$ cat src/rtl/flash_sample_reader_if.sv
// flash_sample_reader_if: Avalon-MM read-only flash bus between the sample reader (master) and flash (slave).
interface flash_sample_reader_if #(parameter int ADDR_W = 23);
  logic              read;
  logic [ADDR_W-1:0] address;
  logic [3:0]        byteenable;
  logic              waitrequest;
  logic [31:0]       readdata;
  logic              readdatavalid;
  modport master (output read, address, byteenable, input waitrequest, readdata, readdatavalid);
  modport slave (input read, address, byteenable, output waitrequest, readdata, readdatavalid);
endinterface

$ cat src/rtl/flash_sample_reader.sv
// flash_sample_reader: fetches two-sample flash words and plays one half-word per sample tick.
// Define FLASH_READER_OVERRUN_CNT_EN to add the overrun_cnt dropped-tick counter.
module flash_sample_reader #(
  parameter int ADDR_W = 23,
  parameter logic [ADDR_W-1:0] LAST_ADDR = 23'h7FFFF
) (
  input  logic clk,
  input  logic reset_n,
  input  logic sample_tick,
  input  logic start_read_flash,
  input  logic dir,
  input  logic restart,
  flash_sample_reader_if.master mem,
  output logic [15:0] audio_data,
  output logic audio_valid,
  output logic flash_read_finished
`ifdef FLASH_READER_OVERRUN_CNT_EN
  , output logic [15:0] overrun_cnt
`endif
);
  localparam logic [1:0] IDLE = 2'd0, REQ = 2'd1, WAIT_DATA = 2'd2, HALF = 2'd3;
  logic [1:0] state_q, state_d;
  logic [ADDR_W-1:0] addr_q, addr_d, addr_next, addr_restart;
  logic word_dir_q, word_dir_d, restart_pending_q, restart_pending_d, valid_q, valid_d;
  logic [15:0] half_q, half_d, audio_q, audio_d;
  logic play_tick, drop;
  assign play_tick = sample_tick && start_read_flash;
  assign addr_next = word_dir_q ? (addr_q == LAST_ADDR ? '0 : addr_q + 1'b1)
                                : (addr_q == '0 ? LAST_ADDR : addr_q - 1'b1);
  assign addr_restart = dir ? '0 : LAST_ADDR;
  always_comb begin
    state_d = state_q;
    addr_d = addr_q;
    word_dir_d = word_dir_q;
    restart_pending_d = restart_pending_q;
    half_d = half_q;
    audio_d = audio_q;
    valid_d = 1'b0;
    case (state_q)
      IDLE: begin
        if (restart) addr_d = addr_restart;
        else if (play_tick) begin
          word_dir_d = dir;
          state_d = REQ;
        end
      end
      REQ: begin
        restart_pending_d = restart_pending_q || restart;
        if (!mem.waitrequest) state_d = WAIT_DATA;
      end
      WAIT_DATA: begin
        restart_pending_d = restart_pending_q || restart;
        // a restart requested mid-read still lets the bus transfer finish, then drops the word
        if (mem.readdatavalid) begin
          restart_pending_d = 1'b0;
          if (restart_pending_q || restart) begin
            addr_d = addr_restart;
            state_d = IDLE;
          end else begin
            audio_d = word_dir_q ? mem.readdata[15:0] : mem.readdata[31:16];
            half_d = word_dir_q ? mem.readdata[31:16] : mem.readdata[15:0];
            valid_d = 1'b1;
            state_d = HALF;
          end
        end
      end
      default: begin
        if (restart) begin
          addr_d = addr_restart;
          state_d = IDLE;
        end else if (play_tick) begin
          audio_d = half_q;
          valid_d = 1'b1;
          addr_d = addr_next;
          state_d = IDLE;
        end
      end
    endcase
  end
  always_ff @(posedge clk or negedge reset_n) begin
    if (!reset_n) begin
      state_q <= IDLE;
      addr_q <= '0;
      word_dir_q <= 1'b1;
      restart_pending_q <= 1'b0;
      half_q <= '0;
      audio_q <= '0;
      valid_q <= 1'b0;
    end else begin
      state_q <= state_d;
      addr_q <= addr_d;
      word_dir_q <= word_dir_d;
      restart_pending_q <= restart_pending_d;
      half_q <= half_d;
      audio_q <= audio_d;
      valid_q <= valid_d;
    end
  end
  assign drop = play_tick && (state_q == REQ || state_q == WAIT_DATA);
`ifdef FLASH_READER_OVERRUN_CNT_EN
  logic [15:0] overrun_q, overrun_d;
  assign overrun_d = (drop && overrun_q != 16'hFFFF) ? overrun_q + 16'd1 : overrun_q;
  always_ff @(posedge clk or negedge reset_n) begin
    if (!reset_n) overrun_q <= '0;
    else overrun_q <= overrun_d;
  end
  assign overrun_cnt = overrun_q;
`else
  logic unused_drop;
  assign unused_drop = drop;
`endif
  assign mem.read = state_q == REQ;
  assign mem.address = addr_q;
  assign mem.byteenable = 4'hF;
  assign audio_data = audio_q;
  assign audio_valid = valid_q;
  assign flash_read_finished = valid_q;
endmodule

$ cat src/flat_wrapper.sv
// flat-port wrapper written by rule: the top's interface ports become plain ports
module flash_sample_reader_flat 
#(
  parameter int ADDR_W = 23,
  parameter logic [ADDR_W-1:0] LAST_ADDR = 23'h7FFFF
)
  (clk, reset_n, sample_tick, start_read_flash, dir, restart, audio_data, audio_valid, flash_read_finished, mem_read, mem_address, mem_byteenable, mem_waitrequest, mem_readdata, mem_readdatavalid);
  flash_sample_reader_if #(.ADDR_W(ADDR_W)) mem_i ();
  input  logic clk;
  input  logic reset_n;
  input  logic sample_tick;
  input  logic start_read_flash;
  input  logic dir;
  input  logic restart;
  output logic [15:0] audio_data;
  output logic audio_valid;
  output logic flash_read_finished;
  output wire logic [$bits(mem_i.read)-1:0] mem_read;
  output wire logic [$bits(mem_i.address)-1:0] mem_address;
  output wire logic [$bits(mem_i.byteenable)-1:0] mem_byteenable;
  input wire logic [$bits(mem_i.waitrequest)-1:0] mem_waitrequest;
  input wire logic [$bits(mem_i.readdata)-1:0] mem_readdata;
  input wire logic [$bits(mem_i.readdatavalid)-1:0] mem_readdatavalid;
  assign mem_read = mem_i.read;
  assign mem_address = mem_i.address;
  assign mem_byteenable = mem_i.byteenable;
  assign mem_i.waitrequest = mem_waitrequest;
  assign mem_i.readdata = mem_readdata;
  assign mem_i.readdatavalid = mem_readdatavalid;
  flash_sample_reader #(.ADDR_W(ADDR_W), .LAST_ADDR(LAST_ADDR)) u_core (.clk(clk), .reset_n(reset_n), .sample_tick(sample_tick), .start_read_flash(start_read_flash), .dir(dir), .restart(restart), .mem(mem_i), .audio_data(audio_data), .audio_valid(audio_valid), .flash_read_finished(flash_read_finished));
endmodule
$ cat config.mk
export PLATFORM = sky130hd
export DESIGN_NAME = flash_sample_reader_flat
export DESIGN_NICKNAME = d
export VERILOG_FILES = /design/src/rtl/flash_sample_reader_if.sv /design/src/rtl/flash_sample_reader.sv /design/src/flat_wrapper.sv
export SDC_FILE = /design/constraint.sdc
export NUM_CORES = 1
export LEC_CHECK = 0
export ABC_CLOCK_PERIOD_IN_PS = 4700
export CAP_MARGIN = 20
export CORE_ASPECT_RATIO = 0.7
export CORE_UTILIZATION = 56
export CTS_CLUSTER_DIAMETER = 150
export DETAILED_ROUTE_END_ITERATION = 6
export PLACE_DENSITY = 0.84
export SYNTH_ARGS = -nofsm -noshare
export SYNTH_HDL_FRONTEND = slang
export SYNTH_SLANG_ARGS = --single-unit
$ cat constraint.sdc
create_clock -name clk -period 4.7 [get_ports clk]
set_input_delay 0.94 -clock clk [delete_from_list [all_inputs] [get_ports clk]]
set_output_delay 0.94 -clock clk [all_outputs]
set_load 0.02 [all_outputs]
Yosys cells after proc, flatten, opt, wreduce, memory -nomap -nowiden
Index checks and enable logic that the tools add are counted.
{"block": "totals", "latch_bits": 0, "ff_bits": 60, "word_cells": 70, "in_bits": 40, "ram_bits": 0, "mem_bits_ro": 0, "memories": 0, "out_inout_bits": 46}
{"block": "classes", "reduce_logical": 14, "n_mux": 32, "n_eq_ne": 11, "add_sub_neg": 2, "n_lt_le_gt_ge": 0, "n_div": 0, "multipliers": 0, "shifts": 0, "n_bitwise": 4}
{"op": "23-bit two-way mux", "n": 8}
{"op": "16-bit two-way mux", "n": 6}
{"op": "23-bit one-hot mux with 3 select lines", "n": 1}
{"op": "16-bit one-hot mux with 2 select lines", "n": 1}
{"op": "23-bit by 1-bit adder with 23-bit output, second input constant", "n": 1}
{"op": "23-bit by 19-bit == test with 1-bit output, second input constant", "n": 1}
{"op": "23-bit zero test", "n": 1}
{"op": "23-bit by 1-bit subtractor with 23-bit output, second input constant", "n": 1}
{"op": "19-bit two-way mux", "n": 1}
{"op": "5-bit AND reduction", "n": 3}
{"op": "2-bit two-way mux", "n": 7}
{"op": "2-bit != test, second input constant", "n": 5}
{"op": "2-bit by 1-bit != test with 1-bit output, second input constant", "n": 3}
{"op": "2-bit one-hot mux with 3 select lines", "n": 1}
{"op": "3-bit AND reduction", "n": 2}
{"op": "1-bit two-way mux", "n": 5}
{"op": "1-bit NOT", "n": 4}
{"op": "1-bit one-hot mux with 2 select lines", "n": 2}
{"op": "2-bit nonzero test", "n": 2}
{"op": "4-bit nonzero test", "n": 1}
{"op": "3-bit nonzero test", "n": 1}
{"op": "2-bit by 1-bit == test with 1-bit output, second input constant", "n": 1}
{"op": "2-bit == test, second input constant", "n": 1}
{"op": "2-bit zero test", "n": 1}
{"op": "other kinds (3)", "n": 3}

Longest topological paths before layout
{"block": "depth", "word_depth": 6, "ltp_mapped": 9, "ltp_nobuf": 7}

Worst setup path after synthesis
OpenSTA, ideal clock, no wires.
{"block": "synth_timing", "path_kind": "input -> register", "from": "input restart", "to": "register u_core.addr_q[10] (netlist: u_core.mem.address[10])", "setup_time_ps": 136, "arrival_time_ps": 2554, "required_time_ps": 4564, "path_buffers": 2, "slack_ps": 2010, "path_stages": 7, "path_cell_list": "buf_2 -> a21oi_1 -> a2111oi_2 -> clkbuf_1 -> o21ai_0 -> a21boi_0 -> o211ai_1"}
{"block": "synth_between", "elab_chain_cells": 3, "elab_cells_between_ends": 7, "classes_between": "eq/ne (2); mux (2); reduce/logical (3)"}
{"element": "start: declaration", "line": "flat_wrapper.sv:14", "rtl": "input logic restart;"}
{"element": "1-bit logical OR", "line": "flash_sample_reader.sv:56", "rtl": "if (restart_pending_q || restart) begin"}
{"element": "2-bit by 1-bit != test with 1-bit output (no source line)"}
{"element": "5-bit AND reduction (no source line)"}
{"element": "end signal: assignment", "line": "flash_sample_reader.sv:91", "rtl": "addr_q <= addr_d;"}
{"element": "end: declaration", "line": "flash_sample_reader.sv:23", "rtl": "logic [ADDR_W-1:0] addr_q, addr_d, addr_next, addr_restart;"}
Parallel ways exist; a longest one is shown, timed or not.
A chain may end at the register's enable or synchronous reset.

Worst setup path in the final report
{"block": "layout_timing", "from": "input restart", "to": "register u_core.addr_q[3] (netlist: u_core.mem.address[3])"}
Same word-level chain as after synthesis.

==> flow_summary.toml <==
[yosys]
synth_area_leaders = "dfrtp_1 (35%), mux2i_1 (7.9%), o21ai_0 (7.3%)"
syn-cell-area_sq_mm = 0.00420
synth-edff-count = 0
ys_seq_area_share_pct = 35.8
synthTopCellsByCount = "o21ai_0 (61), dfrtp_1 (59), nand2_1 (58)"
synth_flop_cell = "dfrtp_1"
yosysMostFrequentCell = "o21ai_0"
syn_area_per_cell_sq_um = 8.29
synth.top_cell.area_share_pct = 35.2
async_reset_ff_share_pct = 100
ys_seq_elements = 60
syn_inst = 506
yosysTopAreaCell = "dfrtp_1"
ys_warn_count = 0
synth_cell_types = 65

[placement]
port-buffer-count = 81
dp_worst_setup_slack_ps = 1320
dp_hpwl_um = 8250
routabilityCongestion = 0.954

[timing]
fmax_mhz = 326
finalSetupTns_ps = 0
max_slew_margin_pct = 38.0
drv_slew = 0
finalHoldViolCount = 0
layout_setup_ws_ps = 1630
worst_slew_pin_slew_ps = 928
hold_ws_ps = 485
rsz0062_at_grt = "false"
finalClockSkew_ps = 13.1
setup_viol = 0
fin_crit_sh_pct = 65.3
min_period_ps = 3070

[setup_path]
critical_path.slowest_cell = "a2111oi_2"
worstSetupPathType = "input port to flop"
cp.required_ps = 4970
r2r-end = "u_core.mem.address[3]"
worstPathCellList = "clkdlybuf4s50_1 -> a21oi_1 -> a2111oi_2 -> buf_4 -> o211ai_4 -> o21ai_0 -> o2bb2ai_1"
reg2regPathDepth = 8
crit_fanout = 12
cp-startpoint = "restart"
cp_data_arrival_time_ps = 3340
cp-end-kind = "flop"
rrSetupSlack_ps = 1670
reg2reg_from = "u_core.state_q[0]"
crit_end = "u_core.mem.address[3]"
crit_path_start_kind = "input port"
critPathMaxStageDelay_ps = 810

[floorplan]
die_area_sq_mm = 0.00785
rows = 25
start_util_pct = 59.9
io_pins = 86
die_w_um = 105
core_sq_mm = 0.00701
die_y_um = 74.4

[drt]
wl_per_cell_um = 18.3
avgViaCountPerCell = 6.50
num_vias = 4317
drt_wl_total_um = 12200
ant_nets = 0
drt-initial-drc-count = 379
dr.pass1.iters = 5
drc_errors = 0

[cts]
clk_path_buf_depth = 2
cts_resized = 0
clk_latency_ps = 350
cts.sinks = 60
htreeDepth = 3
cts_setup_buffers = 0
clk_pin_slew_ps = 80
cts_tree = "built"
hold_buffers = 0
root_buffer = "clkbuf_8"
cts_made_buffers = 9

[power]
ir_worst_vdd_mv = 0.575
switching_power_mw = 1.59
seq_power_share_pct = 30.8
p_sw_share_pct = 45.7
clock_power_share_pct = 17.1
combPwrFrac_pct = 52.0
powerDensity_mw_per_mm2 = 663
p_leak_nw = 2.11
internal-power_mw = 1.89

[global_routing]
antenna_found_initial = 0
overflow = 0
grt_max_degree = 61
grt_use_total_pct = 32.5
grt_pass1_vias = 4029
grt_pass1_wl_um = 19700

[finish]
fin_nets = 613
antenna_cells = 0
drive_gt1_share_pct = 6.84
syn2layout_area_growth_pct = 24.8

[flow_run]
maxCapViolations = 0

[min_path]
hp-class = "flop to flop"

[status]
status = "completed"
## through the flow
step | area (sq um) | total power [mW] | utilization, % | std cells
2_1_floorplan | 4210 | 2.20 | - | 509
3_3_place_gp | 4990 | 2.78 | 71.2 | 648
3_5_place_dp | 4990 | 2.84 | 71.2 | 648
4_1_cts | 5240 | 3.45 | 74.7 | 664
5_1_grt | 5240 | 3.68 | 74.7 | 664
6_report | 5240 | 3.47 | 74.7 | 664
## worst min-delay path by stage
stage	start	to	cells past startpoint
after floorplan	u_core.half_q[0]	u_core.half_q[0]	2
after global placement	u_core.audio_data[2]	u_core.audio_data[2]	2
after detailed placement	u_core.audio_data[8]	u_core.audio_data[8]	2
after CTS	u_core.audio_data[8]	u_core.audio_data[8]	2
after global routing	u_core.audio_data[8]	u_core.audio_data[8]	2
final	u_core.audio_data[8]	u_core.audio_data[8]	2
## per-layer routing
metal  GRT usage, %  wire length [um]
met3           9.11              1210
met1           44.5              5220
met4           12.7               183
met2           49.5              5550
met5              0                 0
## placed cells by master, fill, tap and decap left out, types with 3 or more instances in the layout
cell	instances
and3_1	4
conb_1	4
ha_1	8
a22o_1	3
mux2i_1	33
a21o_1	3
bufinv_16	3
nor3_1	19
clkdlybuf4s50_1	80
nand4_1	10
o31ai_1	5
nor2b_1	3
o211ai_1	6
o311ai_0	3
o32ai_1	3
dfrtp_1	59
o221ai_1	3
or4_1	5
a221o_1	4
buf_4	9
inv_1	10
a31oi_1	8
a21oi_1	27
nor4_1	11
o21ai_0	61
clkbuf_8	10
nand3_1	13
or3_1	6
o2bb2ai_1	3
xnor2_1	5
nand2_1	58
nor2_1	41
xor2_1	6
and2_1	3
## sequential cells by signal, indices dropped and copies added (netlist names)
| name | cells |
|---|---|
| u_core.half_q | 16 |
| u_core.mem.address | 23 |
| u_core.audio_data | 16 |
| u_core.restart_pending_q | 1 |
| u_core.state_q | 2 |
| u_core.word_dir_q | 1 |
| u_core.audio_valid | 1 |
## cell type report
class	instances	area [sq um]
Timing Repair Buffer	90	873
Multi-Input combinational cell	394	2450
Inverter	10	37.5
Fill cell	551	1770
Clock buffer	10	138
Tap cell	94	118
Clock inverter	6	111
Sequential cell	60	1500
## worst max-delay path, delay by kind of cell
kind,cells,cell delay (ps)
compound gates,5,1410
buf+inv,2,980
## power groups by stage
| stage | Clock [mW] | Combinational, mW | Sequential (mW) |
|---|---|---|---|
| final | 0.595 | 1.81 | 1.07 |
| after global routing | 0.617 | 1.96 | 1.11 |
| after detailed placement | 0 | 1.77 | 1.07 |
| after CTS | 0.598 | 1.79 | 1.06 |
| after floorplan | 0 | 1.13 | 1.07 |
| after global placement | 0 | 1.73 | 1.05 |
## cells by family (layout without fill, tap and decap cells)
kind of cell | Yosys count | in the layout | share of synthesized area [%]
mux | 35 | 35 | 8.41
simple gates | 186 | 186 | 21.9
fa+ha+maj | 8 | 8 | 2.39
other cells | 1 | 4 | 0.0894
flops | 60 | 60 | 35.8
buf+inv | 55 | 116 | 5.94
compound gates | 150 | 150 | 23.2
xor+xnor | 11 | 11 | 2.30
No activity file was read; power rests on OpenSTA's default activity.
